## src/rtl/wb_stage_mc_if.sv

```systemverilog
// Bundle, memory-response and writeback signals of the writeback stage.
// The master side is the memory stage / data memory; the slave side is the stage itself.
interface wb_stage_mc_if #(
  parameter int REG_AW = 6,
  parameter int CNT_W  = 16
);
  logic              in_valid;
  logic              wb_allowin;
  logic              in_reg_en;
  logic [REG_AW-1:0] in_reg_waddr;
  logic              in_mem_read;
  logic [31:0]       in_alu_result;
  logic [2:0]        in_load_type;
  logic [31:0]       in_load_rt_data;
  logic              in_double_en;
  logic [63:0]       in_md_result;
  logic              mem_rvalid;
  logic [31:0]       mem_rdata;
  logic              flush;
  logic              wb_reg_we;
  logic [REG_AW-1:0] wb_reg_waddr;
  logic [31:0]       wb_reg_wdata;
  logic [31:0]       hi;
  logic [31:0]       lo;
  logic [CNT_W-1:0]  retire_cnt;
  logic              mem_err;

  modport master (
    output in_valid, in_reg_en, in_reg_waddr, in_mem_read, in_alu_result,
           in_load_type, in_load_rt_data, in_double_en, in_md_result,
           mem_rvalid, mem_rdata, flush,
    input  wb_allowin, wb_reg_we, wb_reg_waddr, wb_reg_wdata, hi, lo,
           retire_cnt, mem_err
  );

  modport slave (
    input  in_valid, in_reg_en, in_reg_waddr, in_mem_read, in_alu_result,
           in_load_type, in_load_rt_data, in_double_en, in_md_result,
           mem_rvalid, mem_rdata, flush,
    output wb_allowin, wb_reg_we, wb_reg_waddr, wb_reg_wdata, hi, lo,
           retire_cnt, mem_err
  );
endinterface

```

## src/rtl/wb_stage_mc.sv

```systemverilog
// Registered writeback stage: holds one bundle, waits for load data when needed,
// formats loads, commits GPR and HI/LO writes and counts retired instructions.
module wb_stage_mc #(
  parameter int REG_AW = 6,
  parameter int CNT_W  = 16
) (
  input logic          clk,
  input logic          resetn,
  wb_stage_mc_if.slave bus
);
  typedef enum logic [1:0] {EMPTY, WAIT_MEM, COMMIT, DRAIN} state_t;

  typedef struct packed {
    logic              reg_en;
    logic [REG_AW-1:0] waddr;
    logic              mem_read;
    logic [31:0]       alu;
    logic [2:0]        ltype;
    logic [31:0]       rt;
    logic              double_en;
    logic [63:0]       md;
  } bundle_t;

  state_t           r_state;
  bundle_t          r_bundle;
  logic [31:0]      r_rdata;
  logic [31:0]      r_hi;
  logic [31:0]      r_lo;
  logic [CNT_W-1:0] r_cnt;
  logic             r_mem_err;

  bundle_t     w_in_bundle;
  logic        w_allowin;
  logic        w_accept;
  logic        w_commit;
  logic [1:0]  w_off;
  logic [7:0]  w_byte;
  logic [15:0] w_half;
  logic [31:0] w_load_data;

  assign w_in_bundle = '{reg_en:    bus.in_reg_en,
                         waddr:     bus.in_reg_waddr,
                         mem_read:  bus.in_mem_read,
                         alu:       bus.in_alu_result,
                         ltype:     bus.in_load_type,
                         rt:        bus.in_load_rt_data,
                         double_en: bus.in_double_en,
                         md:        bus.in_md_result};

  // flush blocks both the accept and the commit in the cycle it is raised
  assign w_allowin = (r_state == EMPTY || r_state == COMMIT) && !bus.flush;
  assign w_accept  = bus.in_valid && w_allowin;
  assign w_commit  = (r_state == COMMIT) && !bus.flush;
  assign w_off     = r_bundle.alu[1:0];
  assign w_byte    = r_rdata[{w_off, 3'b000} +: 8];

  always_comb begin
    // NOTE: every always_comb output gets a default first so no path can infer a latch.
    w_half      = 16'h0000;
    w_load_data = 32'h0000_0000;
    case (w_off)
      2'b00:   w_half = r_rdata[15:0];
      2'b10:   w_half = r_rdata[31:16];
      default: w_half = 16'h0000;
    endcase
    case (r_bundle.ltype)
      3'b000: w_load_data = r_rdata;
      3'b001: w_load_data = {{24{w_byte[7]}}, w_byte};
      3'b010: w_load_data = {24'h000000, w_byte};
      3'b011: w_load_data = {{16{w_half[15]}}, w_half};
      3'b100: w_load_data = {16'h0000, w_half};
      3'b101: begin
        case (w_off)
          2'b00:   w_load_data = {r_rdata[7:0],  r_bundle.rt[23:0]};
          2'b01:   w_load_data = {r_rdata[15:0], r_bundle.rt[15:0]};
          2'b10:   w_load_data = {r_rdata[23:0], r_bundle.rt[7:0]};
          default: w_load_data = r_rdata;
        endcase
      end
      3'b110: begin
        case (w_off)
          2'b00:   w_load_data = r_rdata;
          2'b01:   w_load_data = {r_bundle.rt[31:24], r_rdata[31:8]};
          2'b10:   w_load_data = {r_bundle.rt[31:16], r_rdata[31:16]};
          default: w_load_data = {r_bundle.rt[31:8],  r_rdata[31:24]};
        endcase
      end
      default: w_load_data = 32'h0000_0000;
    endcase
  end

  always_ff @(posedge clk or negedge resetn) begin
    if (!resetn) begin
      r_state   <= EMPTY;
      r_bundle  <= '0;
      r_rdata   <= '0;
      r_hi      <= '0;
      r_lo      <= '0;
      r_cnt     <= '0;
      r_mem_err <= 1'b0;
    end else begin
      // NOTE: non-blocking assignments keep every register reading pre-edge values.
      if (bus.mem_rvalid && (r_state == EMPTY || r_state == COMMIT)) r_mem_err <= 1'b1;
      if (w_commit) begin
        r_cnt <= r_cnt + 1'b1;
        if (r_bundle.double_en) begin
          r_hi <= r_bundle.md[63:32];
          r_lo <= r_bundle.md[31:0];
        end
      end
      if (w_accept) r_bundle <= w_in_bundle;
      case (r_state)
        EMPTY, COMMIT: begin
          if (w_accept) r_state <= w_in_bundle.mem_read ? WAIT_MEM : COMMIT;
          else          r_state <= EMPTY;
        end
        WAIT_MEM: begin
          if (bus.flush) begin
            r_state <= DRAIN;
          end else if (bus.mem_rvalid) begin
            r_rdata <= bus.mem_rdata;
            r_state <= COMMIT;
          end
        end
        DRAIN:   if (bus.mem_rvalid) r_state <= EMPTY;
        default: r_state <= EMPTY;
      endcase
    end
  end

  assign bus.wb_allowin   = w_allowin;
  assign bus.wb_reg_we    = w_commit && r_bundle.reg_en;
  assign bus.wb_reg_waddr = r_bundle.waddr;
  assign bus.wb_reg_wdata = r_bundle.mem_read ? w_load_data : r_bundle.alu;
  assign bus.hi           = r_hi;
  assign bus.lo           = r_lo;
  assign bus.retire_cnt   = r_cnt;
  assign bus.mem_err      = r_mem_err;
endmodule

```

## src/flat_wrapper.sv

```systemverilog
// flat-port wrapper written by rule: the top's interface ports become plain ports
module wb_stage_mc_flat 
#(
  parameter int REG_AW = 6,
  parameter int CNT_W  = 16
)
  (clk, resetn, bus_in_valid, bus_in_reg_en, bus_in_reg_waddr, bus_in_mem_read, bus_in_alu_result, bus_in_load_type, bus_in_load_rt_data, bus_in_double_en, bus_in_md_result, bus_mem_rvalid, bus_mem_rdata, bus_flush, bus_wb_allowin, bus_wb_reg_we, bus_wb_reg_waddr, bus_wb_reg_wdata, bus_hi, bus_lo, bus_retire_cnt, bus_mem_err);
  wb_stage_mc_if #(.REG_AW(REG_AW), .CNT_W(CNT_W)) bus_i ();
  input logic clk;
  input logic resetn;
  input wire logic [$bits(bus_i.in_valid)-1:0] bus_in_valid;
  input wire logic [$bits(bus_i.in_reg_en)-1:0] bus_in_reg_en;
  input wire logic [$bits(bus_i.in_reg_waddr)-1:0] bus_in_reg_waddr;
  input wire logic [$bits(bus_i.in_mem_read)-1:0] bus_in_mem_read;
  input wire logic [$bits(bus_i.in_alu_result)-1:0] bus_in_alu_result;
  input wire logic [$bits(bus_i.in_load_type)-1:0] bus_in_load_type;
  input wire logic [$bits(bus_i.in_load_rt_data)-1:0] bus_in_load_rt_data;
  input wire logic [$bits(bus_i.in_double_en)-1:0] bus_in_double_en;
  input wire logic [$bits(bus_i.in_md_result)-1:0] bus_in_md_result;
  input wire logic [$bits(bus_i.mem_rvalid)-1:0] bus_mem_rvalid;
  input wire logic [$bits(bus_i.mem_rdata)-1:0] bus_mem_rdata;
  input wire logic [$bits(bus_i.flush)-1:0] bus_flush;
  output wire logic [$bits(bus_i.wb_allowin)-1:0] bus_wb_allowin;
  output wire logic [$bits(bus_i.wb_reg_we)-1:0] bus_wb_reg_we;
  output wire logic [$bits(bus_i.wb_reg_waddr)-1:0] bus_wb_reg_waddr;
  output wire logic [$bits(bus_i.wb_reg_wdata)-1:0] bus_wb_reg_wdata;
  output wire logic [$bits(bus_i.hi)-1:0] bus_hi;
  output wire logic [$bits(bus_i.lo)-1:0] bus_lo;
  output wire logic [$bits(bus_i.retire_cnt)-1:0] bus_retire_cnt;
  output wire logic [$bits(bus_i.mem_err)-1:0] bus_mem_err;
  assign bus_i.in_valid = bus_in_valid;
  assign bus_i.in_reg_en = bus_in_reg_en;
  assign bus_i.in_reg_waddr = bus_in_reg_waddr;
  assign bus_i.in_mem_read = bus_in_mem_read;
  assign bus_i.in_alu_result = bus_in_alu_result;
  assign bus_i.in_load_type = bus_in_load_type;
  assign bus_i.in_load_rt_data = bus_in_load_rt_data;
  assign bus_i.in_double_en = bus_in_double_en;
  assign bus_i.in_md_result = bus_in_md_result;
  assign bus_i.mem_rvalid = bus_mem_rvalid;
  assign bus_i.mem_rdata = bus_mem_rdata;
  assign bus_i.flush = bus_flush;
  assign bus_wb_allowin = bus_i.wb_allowin;
  assign bus_wb_reg_we = bus_i.wb_reg_we;
  assign bus_wb_reg_waddr = bus_i.wb_reg_waddr;
  assign bus_wb_reg_wdata = bus_i.wb_reg_wdata;
  assign bus_hi = bus_i.hi;
  assign bus_lo = bus_i.lo;
  assign bus_retire_cnt = bus_i.retire_cnt;
  assign bus_mem_err = bus_i.mem_err;
  wb_stage_mc #(.REG_AW(REG_AW), .CNT_W(CNT_W)) u_core (.clk(clk), .resetn(resetn), .bus(bus_i));
endmodule
```

## config.mk

```make
export PLATFORM = sky130hd
export DESIGN_NAME = wb_stage_mc_flat
export DESIGN_NICKNAME = d
export VERILOG_FILES = /design/src/rtl/wb_stage_mc_if.sv /design/src/rtl/wb_stage_mc.sv /design/src/flat_wrapper.sv
export SDC_FILE = /design/constraint.sdc
export NUM_CORES = 1
export LEC_CHECK = 0
export CORE_MARGIN = 8
export CORE_UTILIZATION = 50
export DETAILED_ROUTE_END_ITERATION = 10
export PLACE_DENSITY = 0.81
export SKIP_LAST_GASP = 1
export SYNTH_ARGS = -nofsm -noshare
export SYNTH_HDL_FRONTEND = slang
export SYNTH_SLANG_ARGS = --single-unit
```

## constraint.sdc

```tcl
create_clock -name clk -period 2.2 [get_ports clk]
set_input_delay 0.55 -clock clk [delete_from_list [all_inputs] [get_ports clk]]
set_output_delay 0.55 -clock clk [all_outputs]
set_load 0.05 [all_outputs]
```

==> flow_summary.json <==
{
  "die_area_um2": 29000,
  "cp_data_required_time_ns": 1.65,
  "cts_clk_pin_slew_worst_paths_ns": 0.06,
  "utilization": 0.796,
  "area_growth_syn_to_layout_pct": 56.5,
  "die_y_um": 170,
  "crit_chain": "buf_4 -> mux2i_4 -> a22oi_2 -> nand3_2 -> buf_12 -> buf_4 -> o211ai_1 -> clkbuf_16",
  "power.density_nw_per_um2": 1340,
  "critPathCaptureType": "output pin",
  "io_buffers": 297,
  "worst_setup_path_start_kind": "register",
  "wirelength_met1_um": 15300,
  "root_buffer": "sky130_fd_sc_hd__clkbuf_16",
  "vias_in_the_first_global_route": 10600,
  "nFillCells": 1455,
  "design.core.area_um2": 23400,
  "post_drt_via_cell_ratio": 5.67,
  "holdCritPathClass": "reg2reg",
  "top_signal_layer_used": "met5",
  "power_report.internal_total_mw": 14.5,
  "power_frac_seq": 0.302,
  "slew_violations": 0,
  "yosysUniqueCellTypes": 59,
  "cts_inserted_buffers": 28,
  "dp_cells": 1637,
  "seqCellArea_um2": 6390,
  "multi_input_area_um2": 5980,
  "timing.critical_path.mode_cell": "sky130_fd_sc_hd__buf_4",
  "synth.cell_area_um2": 11900,
  "power_leakage_nw": 7.97,
  "synth_enable_flop_cells": 0,
  "final_cell_count_no_fill": 1717,
  "place_area_um2": 17100,
  "post_route_cells_drive_above_1_share": 0.436,
  "critPathArrivalTime_ns": 2.46,
  "proportion_of_total_power_due_to_net_switching": 0.417,
  "timing.critical_path.slowest_cell_delay_ns": 0.47,
  "reg2reg_capture_point": "u_core.bus.retire_cnt[10]",
  "detail_route.first_pass.iterations": 6,
  "met3RoutedLength_um": 3410,
  "route.detailed.wl_per_inst_um": 23.4,
  "gp_congestion": 1.01,
  "final.setup.tns_ns": -23.50,
  "fin_crit_sh": 1.37,
  "ys_flop_type": "sky130_fd_sc_hd__dfrtp_1",
  "ys.warnings.count": 0,
  "holdPathStages": 1,
  "crit_path_max_fanout": 6,
  "cts_buffer_depth": 3,
  "insertion_delay_ns": 0.56,
  "post_synth_inst_count": 932,
  "cp_slowest_cell": "sky130_fd_sc_hd__dfrtp_2",
  "final-setup-viol-count": 32,
  "max_freq_mhz": 332,
  "routed_wl_um": 40300,
  "worstSetupPathType": "reg2out",
  "slew_headroom": 0.628,
  "regToRegStartpoint": "u_core.r_state[0]",
  "wire_length_of_the_first_global_routing_pass_um": 62000,
  "placement.setup.worst_slack_ns": -0.327,
  "first_iter_violations": 641,
  "share_clk_of_total_power": 0.187,
  "drc": 0,
  "place_hpwl_um": 30000,
  "grt_max_degree": 84,
  "io_pins": 298,
  "gr_util_all_layers": 0.275,
  "dr_wl_met2_um": 20000,
  "run_status": "complete, but fails checks",
  "violations_in_the_final_reports": "negative setup slack",
  "fin_skew_ns": 0.0217,
  "cap_viol_max_count": 0,
  "nets": 1550,
  "syn-num-nets": 1110,
  "grt-ovfl-total": 0,
  "timing.reg2reg.setup_slack_ns": 0.52,
  "reg2reg_depth": 5,
  "synth_sequential_area_ratio": 0.536,
  "final_critical_path_setup_slack_ns": -0.808,
  "initial_core_util": 0.509,
  "syn_avg_cell_area_um2": 12.8,
  "post-route-min-period_ns": 3.01,
  "std_cell_rows": 56,
  "cts_max_level": 1,
  "yosys_register_bits": 255,
  "vdd.ir_drop.worst_v": 0.00102,
  "hold_path_startpoint": "u_core.bus.mem_err",
  "vias": 9727,
  "max_slew.worst_pin.slew_ns": 0.560,
  "asyncSetResetFlopFracSynth": 1.00,
  "rsz0062_at_grt": "true",
  "tritoncts": "yes",
  "grt_antenna_before_repair": 8,
  "total_switching_power_mw": 10.4,
  "final_design_area_no_fill_um2": 18600,
  "gate_power_share": 0.510,
  "ant_nets": 0,
  "finalHoldViolations": 0,
  "clock_sinks": 255,
  "die_x_um": 170,
  "timing.hold.worst_endpoint": "u_core.bus.mem_err"
}
critical path, delay by kind of cell (launching register included):
family / cells / cell delay (ns)
simple gates: 1 / 0.12
flops: 1 / 0.47
buf+inv: 4 / 0.72
mux: 1 / 0.20
compound gates: 2 / 0.38
synth_stat cells, types with 7 or more instances:
| master | number | share of area |
|---|---|---|
| sky130_fd_sc_hd__a221oi_1 | 20 | 0.015 |
| sky130_fd_sc_hd__a21oi_1 | 18 | 0.0076 |
| sky130_fd_sc_hd__clkbuf_1 | 17 | 0.0054 |
| sky130_fd_sc_hd__buf_4 | 16 | 0.010 |
| sky130_fd_sc_hd__and3_1 | 13 | 0.0068 |
| sky130_fd_sc_hd__nand3_1 | 12 | 0.0050 |
| sky130_fd_sc_hd__inv_1 | 21 | 0.0066 |
| sky130_fd_sc_hd__nor2_1 | 24 | 0.0076 |
| sky130_fd_sc_hd__nand2_1 | 48 | 0.015 |
| sky130_fd_sc_hd__mux2_2 | 236 | 0.22 |
| sky130_fd_sc_hd__o21ai_0 | 23 | 0.0097 |
| sky130_fd_sc_hd__mux2i_1 | 35 | 0.029 |
| sky130_fd_sc_hd__dfrtp_1 | 255 | 0.54 |
| sky130_fd_sc_hd__o221ai_1 | 18 | 0.013 |
| sky130_fd_sc_hd__o22ai_1 | 16 | 0.0084 |
| sky130_fd_sc_hd__a211oi_1 | 10 | 0.0063 |
| sky130_fd_sc_hd__xnor2_1 | 9 | 0.0066 |
| sky130_fd_sc_hd__o211ai_1 | 13 | 0.0082 |
| sky130_fd_sc_hd__a222oi_1 | 7 | 0.0059 |
| sky130_fd_sc_hd__buf_2 | 35 | 0.015 |
power by group through the flow:
stage | Sequential [mW] | Clock, mW | Combinational [mW]
floorplan | 9.32 | 0 | 5.11
global placement | 7.43 | 0 | 12.2
detailed placement | 7.52 | 0 | 12.4
CTS | 7.48 | 4.75 | 12.5
global route | 7.70 | 4.94 | 13.3
finish | 7.54 | 4.67 | 12.7
flip-flops by register name, summed over array words and instances (netlist names):
signal and cells:
u_core.bus.wb_reg_waddr 6, u_core.r_state 2, u_core.bus.retire_cnt 16, u_core.bus.mem_err 1, u_core.r_bundle 134, u_core.bus.hi 32
u_core.r_rdata 32, u_core.bus.lo 32
layer usage:
layer / GRT usage / up-vias
li1: - / 4339
met1: 0.329 / 4871
met2: 0.466 / 411
met3: 0.0755 / 100
met4: 0.106 / 6
met5: 0 / -
repair_timing:
action                     4_1_cts  5_1_grt
resized for setup              153       38
hold buffers                     1        0
hold endpoints to repair        45        0
setup buffers                   15       10
pin swaps                       26       13
setup endpoints to repair      116       33
cell usage in the layout (no fill, tap or decap), types with 20 or more instances in the layout:
master                              n
sky130_fd_sc_hd__dlygate4sd2_1     83
sky130_fd_sc_hd__mux2i_1           29
sky130_fd_sc_hd__buf_12            45
sky130_fd_sc_hd__mux2_2           235
sky130_fd_sc_hd__dfrtp_1          250
sky130_fd_sc_hd__nand2_1           46
sky130_fd_sc_hd__buf_4            155
sky130_fd_sc_hd__clkbuf_16         30
sky130_fd_sc_hd__clkdlybuf4s50_1  175
sky130_fd_sc_hd__inv_1             20
sky130_fd_sc_hd__o21ai_0           20
sky130_fd_sc_hd__nor2_1            21
final cells by class:
| class | instances | area share |
|---|---|---|
| repair buffers | 480 | 0.260 |
| diodes | 5 | 0.000672 |
| flip-flops and latches | 255 | 0.343 |
| well taps | 319 | 0.0214 |
| clock buffers | 43 | 0.0433 |
| clock inverters | 8 | 0.00631 |
| inverters | 22 | 0.00463 |
| multi-input cells | 585 | 0.321 |
worst max-delay path by stage:
stage	from	to	slack, ns	cells after the start
detailed placement	u_core.r_bundle[100]	bus_wb_reg_wdata[19]	-0.33	6
global placement	u_core.r_bundle[100]	bus_wb_reg_wdata[19]	-0.30	6
CTS	u_core.r_bundle[100]	bus_wb_reg_wdata[13]	-0.77	7
global route	u_core.r_bundle[101]	bus_wb_reg_wdata[18]	-0.87	8
floorplan	u_core.r_bundle[98]	bus_wb_reg_wdata[16]	-0.27	6
finish	u_core.r_bundle[101]	bus_wb_reg_wdata[18]	-0.81	8
stage by stage:
stage / hold slack [ns] / power [mW]
detailed placement: 0.446 / 19.9
global placement: 0.459 / 19.6
global route: 0.480 / 25.9
floorplan: 0.254 / 14.4
finish: 0.450 / 24.9
CTS: 0.453 / 24.7
logic make-up (layout without fill, tap and decap cells):
| family | Yosys count | count (layout) | share of synthesized area |
|---|---|---|---|
| other | 0 | 5 | 0 |
| DFF | 255 | 255 | 0.536 |
| adders and majority gates | 1 | 1 | 0.00105 |
| xor gates and xnor gates | 15 | 15 | 0.0110 |
| buffers and inverters | 92 | 553 | 0.0390 |
| muxes | 272 | 272 | 0.255 |
| AOI/OAI and AO/OA | 155 | 155 | 0.0968 |
| and+or+nand+nor | 142 | 142 | 0.0612 |
Note: power is estimated with default switching activity, not from simulation.
